$ cat src/rtl/hmac512_msg_fifo.sv
// rtl/hmac512_msg_fifo.sv - HMAC-512 message FIFO with reg/digest write mux and bit-length accumulator
module hmac512_msg_fifo #(
  parameter int Depth = 16
) (
  input  logic                       clk_i,
  input  logic                       rst_ni,
  input  logic                       hash_start,
  input  logic                       reg_wvalid,
  input  logic [31:0]                reg_wdata,
  input  logic [3:0]                 reg_wmask,
  output logic                       reg_wready,
  input  logic                       fifo_wsel,
  input  logic                       fifo_wvalid,
  input  logic [2:0]                 fifo_wdata_sel,
  output logic                       fifo_wready,
  input  logic [255:0]               digest,
  output logic                       fifo_rvalid,
  output logic [35:0]                fifo_rdata,
  input  logic                       fifo_rready,
  output logic [$clog2(Depth+1)-1:0] fifo_depth,
  output logic                       fifo_full,
  output logic                       fifo_empty,
  output logic [127:0]               message_length
);

  localparam int AW   = $clog2(Depth);
  localparam int PtrW = AW + 1;
  localparam int DW   = $clog2(Depth+1);

  typedef struct packed {
    logic [31:0] data;
    logic [3:0]  mask;
  } sha_fifo_t;

  sha_fifo_t         mem [Depth];
  logic [PtrW-1:0]   wptr, rptr;
  logic [PtrW-1:0]   ptr_diff;
  logic              push, pop;
  sha_fifo_t         wentry;
  logic [31:0]       digest_word;
  logic [2:0]        ones;
  logic [5:0]        len_inc;

  assign ptr_diff   = wptr - rptr;
  assign fifo_depth = DW'(ptr_diff);
  assign fifo_empty = (wptr == rptr);
  assign fifo_full  = (wptr[AW] != rptr[AW]) && (wptr[AW-1:0] == rptr[AW-1:0]);

  assign reg_wready  = !fifo_wsel && !fifo_full && !hash_start;
  assign fifo_wready =  fifo_wsel && !fifo_full && !hash_start;
  assign push = fifo_wsel ? (fifo_wvalid && fifo_wready) : (reg_wvalid && reg_wready);

  // Word 0 is the most significant 32 bits; ~sel == 7 - sel for a 3-bit index.
  assign digest_word = digest[{~fifo_wdata_sel, 5'd0} +: 32];

  always_comb begin
    wentry = '0;
    if (fifo_wsel) begin
      wentry.data = digest_word;
      wentry.mask = 4'hF;
    end else begin
      wentry.data = reg_wdata;
      wentry.mask = reg_wmask;
    end
  end

  assign fifo_rvalid = !fifo_empty && !hash_start;
  assign fifo_rdata  = fifo_rvalid ? mem[rptr[AW-1:0]] : '0;
  assign pop         = fifo_rvalid && fifo_rready;

  assign ones    = {2'b0, reg_wmask[0]} + {2'b0, reg_wmask[1]}
                 + {2'b0, reg_wmask[2]} + {2'b0, reg_wmask[3]};
  assign len_inc = {ones, 3'b000};

  always_ff @(posedge clk_i) begin
    if (push) mem[wptr[AW-1:0]] <= wentry;
  end

  always_ff @(posedge clk_i or negedge rst_ni) begin
    if (!rst_ni) begin
      wptr           <= '0;
      rptr           <= '0;
      message_length <= '0;
    end else if (hash_start) begin
      wptr           <= '0;
      rptr           <= '0;
      message_length <= '0;
    end else begin
      if (push) wptr <= wptr + 1'b1;
      if (pop)  rptr <= rptr + 1'b1;
      // Only bus-sourced words contribute to the message bit length.
      if (push && !fifo_wsel) message_length <= message_length + {122'd0, len_inc};
    end
  end

endmodule

$ cat config.mk
export PLATFORM = sky130hd
export DESIGN_NAME = hmac512_msg_fifo
export DESIGN_NICKNAME = d
export VERILOG_FILES = /design/src/rtl/hmac512_msg_fifo.sv
export SDC_FILE = /design/constraint.sdc
export NUM_CORES = 1
export LEC_CHECK = 0
export BUFFER_PORTS_ARGS = -buffer_cell sky130_fd_sc_hd__buf_2
export CORE_UTILIZATION = 62
export CTS_CLUSTER_SIZE = 30
export DETAILED_ROUTE_END_ITERATION = 10
export MAX_ROUTING_LAYER = met4
export PLACE_DENSITY = 0.9
export SLEW_MARGIN = 0
export SYNTH_ARGS = -nofsm -noshare
export SYNTH_HDL_FRONTEND = slang
export SYNTH_SLANG_ARGS = --single-unit
$ cat constraint.sdc
create_clock -name clk_i -period 10.06 [get_ports clk_i]
set_input_delay 0.503 -clock clk_i [delete_from_list [all_inputs] [get_ports clk_i]]
set_output_delay 0.503 -clock clk_i [all_outputs]
set_load 0.01 [all_outputs]
==> metrics.md, run 1 <==
| Metric | Value |
|---|---|
| Reg area | `~0.021 sq mm` |
| Max-slew headroom | `0.0172` |
| Maximum clock path buffer count | `3` |
| DP Wirelength | `between 60000 and 70000 um` |
| Worst Skew | `26.3 ps` |
| Library cells used by synthesis | `59` |
| Setup-failing EPs final | `0` |
| Final nets | `2768` |
| Hold Vio Cnt, Final | `0` |
| EDFF count, synth | `roughly 580` |
| Worst hold path type | `input port to flip-flop` |
| FP Rows | `83` |
| PortBufs | `roughly 470` |
| Ys async rst share | `0.190` |
| CTS tree | `built` |
| Synth Flop Type | `edfxtp_1` |
| Peak VDD IR | `127 uV` |
| Setup_tns | `0 ps` |
| CTS H-tree lvls | `3` |
| Fin cells | `~3200` |
| Post-Route WL | `roughly 100000 um` |
| Max Clk Rate | `209 MHz` |
| GR Overflow Total | `0` |
| Worst Max-Slew Pin Slew | `between 1000 and 1500 ps` |
| Reg2reg path depth | `6` |
| Clock latency on the worst-skew pair | `610 ps` |
| Setup Crit Path Kind | `flip-flop to flip-flop` |
| Layout cells sized above 1 | `0.368` |
| P_leak | `approximately 13 nW` |
| Initial Utilization | `0.627` |
| Clock Sinks | `~700` |
| Final Cycle Share | `0.476` |
| 1st-iter DRT viols | `3396` |
| Commonest non-fill, non-tap cell in the layout | `edfxtp_1` |
| Max-cap violation count | `0` |
| Post-route cell area | `around 0.038 sq mm` |
| DIE WIDTH | `between 200 and 250 um` |
| Clock transition at the registers of the reported paths | `about 70 ps` |
| Fill cells | `3000` |
| CP max stage cell | `a211oi_1` |
| Post-Place Cells | `3054` |
| Most frequent cells in the layout | `576 x edfxtp_1, 469 x buf_2, 244 x mux4_2, 133 x nor2_1, 132 x dfrtp_1` |
| CP required | `between 10000 and 15000 ps` |
| Core area | `around 0.051 sq mm` |
| CP startpoint kind | `flip-flop` |
| Seq/Total Area, Yosys | `0.642` |
| Vias in the first global route | `around 23000` |
| Final Critical Period | `4790 ps` |
| Number of antenna violations at the first check in global routing | `4` |
| Logic gate share of total power | `0.121` |
| Vias per cell | `about 7.1` |
| Via count | `around 23000` |
| All-Layer GR Usage | `0.404` |
| Int Power | `around 5 mW` |
| Syn Std Cell Area | `approximately 0.032 sq mm` |
| PostCTS Resize Cnt | `0` |
| Yosys Warn Count | `0` |
| First-pass GRT wire length | `150000 um` |
| CP max stage delay | `1000 ps` |
| Die Span Y | `230 um` |
| Routed Antenna Nets | `0` |
| Gpl congestion | `roughly 1.0` |
| Maximum number of pins on one net before global-route repair | `around 110` |
| Sequential power share | `0.489` |
| Sw Share | `0.240` |
| CP Depth | `6` |
| #FFs+latches synth | `roughly 710` |
| Final Slew Violations | `0` |
| Cells after synthesis | `between 1500 and 2000` |
| CTS root buf | `clkbuf_16` |
| Outcome | `finished, final reports clean` |
| Clock power share | `0.390` |
| CP cell instances | `ha_1, and4_1, a211oi_1, nand3b_1, nor2_4, buf_4` |
| Worst path top cell family by delay | `simple AND/OR/NAND/NOR gates` |
| IO Count | `~480` |
| Avg Cell Area, Syn | `between 15 and 20 sq um` |
| Power Dens Cells | `178 mW/mm^2` |
| TritonRoute pass-1 iters | `6` |
| Post-route DRC | `0` |
| Die area | `between 0.05 and 0.06 sq mm` |
| P&R area growth vs syn | `17.0%` |
| Crit path DAT | `~5100 ps` |
| Crit. End Element | `flip-flop` |
| Hold depth | `3` |
| RSZ-0062 raised after global routing | `no` |
| WL per Instance | `32.0 um` |
| Num CTS Buffers | `70` |
| Critical path fanouts, max | `41` |
| Area after DPL | `0.0354 sq mm` |
| Crit path buffers/inverters | `1` |
| Switching power of the nets | `between 1.5 and 2 mW` |
| Multi-input logic area | `0.0111 sq mm` |
-- synthesized netlist by cell type, types with 4 or more instances --
cell type,count,share of area
edfxtp_1,576,0.54
o21ai_0,27,0.0042
o2111ai_1,4,0.0011
dfrtp_1,135,0.10
and2_1,48,0.0093
inv_1,33,0.0038
nand2_1,84,0.0098
mux2i_1,64,0.020
a21o_1,4,0.00093
and3_1,20,0.0039
o211ai_1,5,0.0012
nor4_1,41,0.0080
buf_1,26,0.0030
nand4_2,4,0.0016
or4_1,9,0.0021
nor2_1,137,0.016
a21oi_1,64,0.010
nand3b_1,4,0.00093
nand3_1,71,0.011
nor4_2,8,0.0031
clkbuf_1,66,0.0077
nand2b_1,8,0.0016
ha_1,14,0.0054
mux4_2,244,0.17
xnor2_1,47,0.013
nor3_1,44,0.0068
or2_2,10,0.0019
o31ai_1,10,0.0023
xor2_1,16,0.0044
buf_2,8,0.0012
nand4_1,61,0.012
and4_1,6,0.0016
or3_1,22,0.0043
-- worst paths after layout --
check | end | start | slack (ps)
max | mem[10][10]$_DFFE_PP_ | rptr[0]$_DFFE_PN0P_ | 5270
min | rptr[2]$_DFFE_PN0P_ | fifo_rready | 350
max reg2reg | mem[10][10]$_DFFE_PP_ | rptr[0]$_DFFE_PN0P_ | 5270
min reg2reg | message_length[127]$_DFFE_PN0N_ | message_length[127]$_DFFE_PN0N_ | 490
max in group asynchronous | rptr[1]$_DFFE_PN0P_ | rst_ni | 8210
min in group asynchronous | message_length[43]$_DFFE_PN0N_ | rst_ni | 520
-- metrics by stage --
stage	worst slack (ps)	utilization	power, mW	hold slack (ps)
after floorplan	4200	-	3.84	207
after global placement	5710	0.689	4.07	458
after detailed placement	5440	0.689	4.12	478
after CTS	5310	0.733	6.70	315
after global routing	5120	0.734	6.86	341
final	5270	0.734	6.71	349
-- layer usage --
| layer | GRT usage | up-vias | share of wire |
|---|---|---|---|
| met5 | - | - | 0 |
| met2 | 0.648 | 2100 | 0.50 |
| met3 | 0.0713 | 428 | 0.11 |
| li1 | - | 8848 | - |
| met1 | 0.509 | 11245 | 0.34 |
| met4 | 0.179 | 0 | 0.053 |
-- kinds of logic after synthesis --
group,Yosys count,share of synthesized area
AND/OR/NAND/NOR,601,0.101
flip-flops,711,0.642
adder cells (fa/ha/maj),17,0.00731
buffers and inverters,137,0.0166
other,1,0.000117
XOR/XNOR,63,0.0171
multiplexers,311,0.192
AO/OA/AOI/OAI,128,0.0234
-- sequential cells by signal, summed over array words and instances (netlist names) --
name and cells:
mem 576, message_length 125, rptr 5, wptr 5
-- power by group through the flow --
stage	clock (mW)	combinational [mW]	sequential, mW
floorplan	0	0.530	3.31
global route	2.73	0.850	3.28
finish	2.61	0.813	3.28
CTS	2.61	0.803	3.28
global placement	0	0.737	3.34
detailed placement	0	0.777	3.34
-- tightest hold or removal path: cells and delay by family --
family | cells | cell delay (ps)
AO/OA/AOI/OAI | 1 | 100
buffers and inverters | 1 | 130
AND/OR/NAND/NOR | 1 | 170
-- repair_timing --
item / in CTS / in global routing
buffers inserted: 0 / 0
hold endpoints to repair: 75 / 0
hold buffers: 1 / 0
setup endpoints to repair: 0 / 0
-- layout make-up --
type                       count  area share
sequential                   711       0.549
multi-input combinational   1123       0.294
timing repair buffer         509      0.0708
clock buffer                  91      0.0513
tap                          680      0.0226
clock inverter                37     0.00824
inverter                      34     0.00339
antenna                        4    0.000266
Power figures use the tool's default switching activity.
==> inputs of run 2 (changes only) <==
Settings changed: CORE_UTILIZATION 62 to 52, PLACE_DENSITY 0.9 to 0.81.
Clock period 10.06 ns to 4.3 ns, I/O delays scaled along.
==> run 2 against run 1 <==
  * Via count is 4.9% lower
  * Register-to-register slack worse by 4700 ps
  * Core utilization is 11 points lower
  * Critical endpoint is now fifo_rdata[29]
  * Highest routed layer unchanged
==> metrics.md, run 2 (synthesis results as in run 1) <==
| Metric | Value |
|---|---|
| Outcome | `finished, final reports clean` |
| Maximum clock path buffer count | `3` |
| Commonest non-fill, non-tap cell in the layout | `edfxtp_1` |
| Max-slew headroom | `0.0672` |
| P&R area growth vs syn | `18.2%` |
| Most frequent cells in the layout | `576 x edfxtp_1, 469 x buf_2, 244 x mux4_2, 133 x nor2_1, 132 x dfrtp_1` |
| Initial Utilization | `0.529` |
| Post-Place Cells | `3174` |
| P_leak | `13.5 nW` |
| CP max stage cell | `mux4_2` |
| CTS H-tree lvls | `3` |
| Worst Skew | `between 30 and 40 ps` |
| Max-cap violation count | `0` |
| Critical path fanouts, max | `92` |
| Final Slew Violations | `0` |
| Maximum number of pins on one net before global-route repair | `93` |
| Final hold slack | `144 ps` |
| DR WL met2 | `about 49000 um` |
| M1 WL | `~35000 um` |
| Vias per cell | `about 6.5` |
| Final Cycle Share | `0.878` |
| CTS root buf | `clkbuf_16` |
| Hold Vio Cnt, Final | `0` |
| TritonRoute pass-1 iters | `9` |
| Clock latency on the worst-skew pair | `roughly 630 ps` |
| CTS tree | `built` |
| Die area | `0.0629 sq mm` |
| PortBufs | `around 470` |
| Core area | `roughly 0.061 sq mm` |
| Peak VDD IR | `around 340 uV` |
| Final Critical Period | `roughly 3800 ps` |
| CP cell instances | `buf_4, buf_12, mux4_2, mux4_2, and2_1, buf_2` |
| Die Span Y | `~250 um` |
| Worst Max-Slew Pin Slew | `around 1400 ps` |
| Via count | `21517` |
| Pwr Total | `approximately 15 mW` |
| Num CTS Buffers | `a little over 70` |
| First-pass GRT wire length | `about 140000 um` |
| All-Layer GR Usage | `0.314` |
| Clock Sinks | `roughly 710` |
| Vias in the first global route | `~22000` |
| 1st-iter DRT viols | `roughly 2600` |
| CP required | `4090 ps` |
| RSZ-0062 raised after global routing | `no` |
| Fill cells | `4324` |
| WL per Instance | `between 20 and 30 um` |
| Setup Crit Path Kind | `flip-flop to primary output` |
| Post-Route WL | `around 96000 um` |
| Power Dens Cells | `approximately 410 mW/mm^2` |
| Crit path DAT | `~3600 ps` |
| Crit path buffers/inverters | `3` |
| Max Clk Rate | `approximately 260 MHz` |
| Layout cells sized above 1 | `0.369` |
| DR WL met3 | `around 9000 um` |
| Top Layer Used | `met4` |
| GR Overflow Total | `0` |
| CP max stage delay | `roughly 620 ps` |
| Number of antenna violations at the first check in global routing | `3` |
| IO Count | `between 400 and 500` |
| Routed Antenna Nets | `0` |
| FP Rows | `90` |
| CP startpoint kind | `flip-flop` |
| DIE WIDTH | `roughly 250 um` |
| Crit path top cell by count | `mux4_2` |
| Crit. End Element | `primary output` |
| Gpl congestion | `between 0.9 and 1` |
| Setup-failing EPs final | `0` |
| Setup_tns | `0 ps` |
| Clock transition at the registers of the reported paths | `roughly 60 ps` |
| DP Wirelength | `approximately 60000 um` |
| Post-route DRC | `0` |
| Fin cells | `around 3300` |
| Max reg flops | `576` |
| Worst hold path type | `input port to flip-flop` |
| Worst path top cell family by delay | `multiplexers` |
| Final nets | `roughly 2800` |
==> run 2: changes by cell type in the layout (fill, tap and decap cells not counted), sizes merged, moves of 2 or more <==
cell	previous run	this run
buf	508	524
clkinv	28	25
bufinv	4	2
clkbuf	91	93
clkinvlp	2	4
diode	4	2
==> run 2: layout make-up <==
type / instances / area [sq um] / share of cell area
Clock buffer: 93 / 1940 / 0.0510
Tap cell: 782 / 978 / 0.0257
Antenna cell: 2 / 5.00 / 0.000132
Multi-Input combinational cell: 1123 / 11100 / 0.291
Clock inverter: 33 / 277 / 0.00727
Timing Repair Buffer: 526 / 2960 / 0.0777
Inverter: 34 / 128 / 0.00335
Sequential cell: 711 / 20700 / 0.544
==> run 2: final timing paths <==
| kind | from | endpoint | slack, ps | cells after the start |
|---|---|---|---|---|
| worst max-delay path | rptr[0]$_DFFE_PN0P_ | fifo_rdata[29] | 520 | 6 |
| max in group asynchronous | rst_ni | message_length[39]$_DFFE_PN0N_ | 3270 | 3 |
| min in group asynchronous | rst_ni | message_length[57]$_DFFE_PN0N_ | 190 | 2 |
| worst max register to register | rptr[1]$_DFFE_PN0P_ | mem[3][14]$_DFFE_PP_ | 560 | 7 |
| worst min register to register | message_length[127]$_DFFE_PN0N_ | message_length[127]$_DFFE_PN0N_ | 490 | 1 |
| worst min-delay path | reg_wmask[2] | message_length[3]$_DFFE_PN0N_ | 140 | 4 |
==> run 2: stage by stage <==
step	worst slack [ps]	utilization	area, sq um
global placement	610	0.589	35800
floorplan	115	-	32300
finish	524	0.626	38100
CTS	435	0.626	38000
detailed placement	547	0.589	35800
global route	346	0.626	38100
==> run 2: timing repair <==
action / 4_1_cts / 5_1_grt
resized for setup: 0 / 0
hold buffers: 2 / 0
hold endpoints to repair: 50 / 0
setup buffers: 0 / 0
==> run 2: power breakdown <==
group	internal [mW]	switching, mW	total (mW)	leakage [nW]
logic	0.907	0.980	1.89	5.42
registers	7.59	0.0297	7.62	7.04
clock network	3.34	2.65	5.99	1.08
total	11.8	3.66	15.5	13.5
==> run 2: routing by layer <==
metal | up-vias | track usage
met5 | - | -
met4 | 0 | 0.111
met3 | 234 | 0.0476
met2 | 1455 | 0.524
met1 | 10920 | 0.394
li1 | 8908 | -
==> run 2: tightest hold or removal path: stages <==
cell and delay [ps]:
buf_2 110, ha_1 140, ha_1 120, a22o_1 130
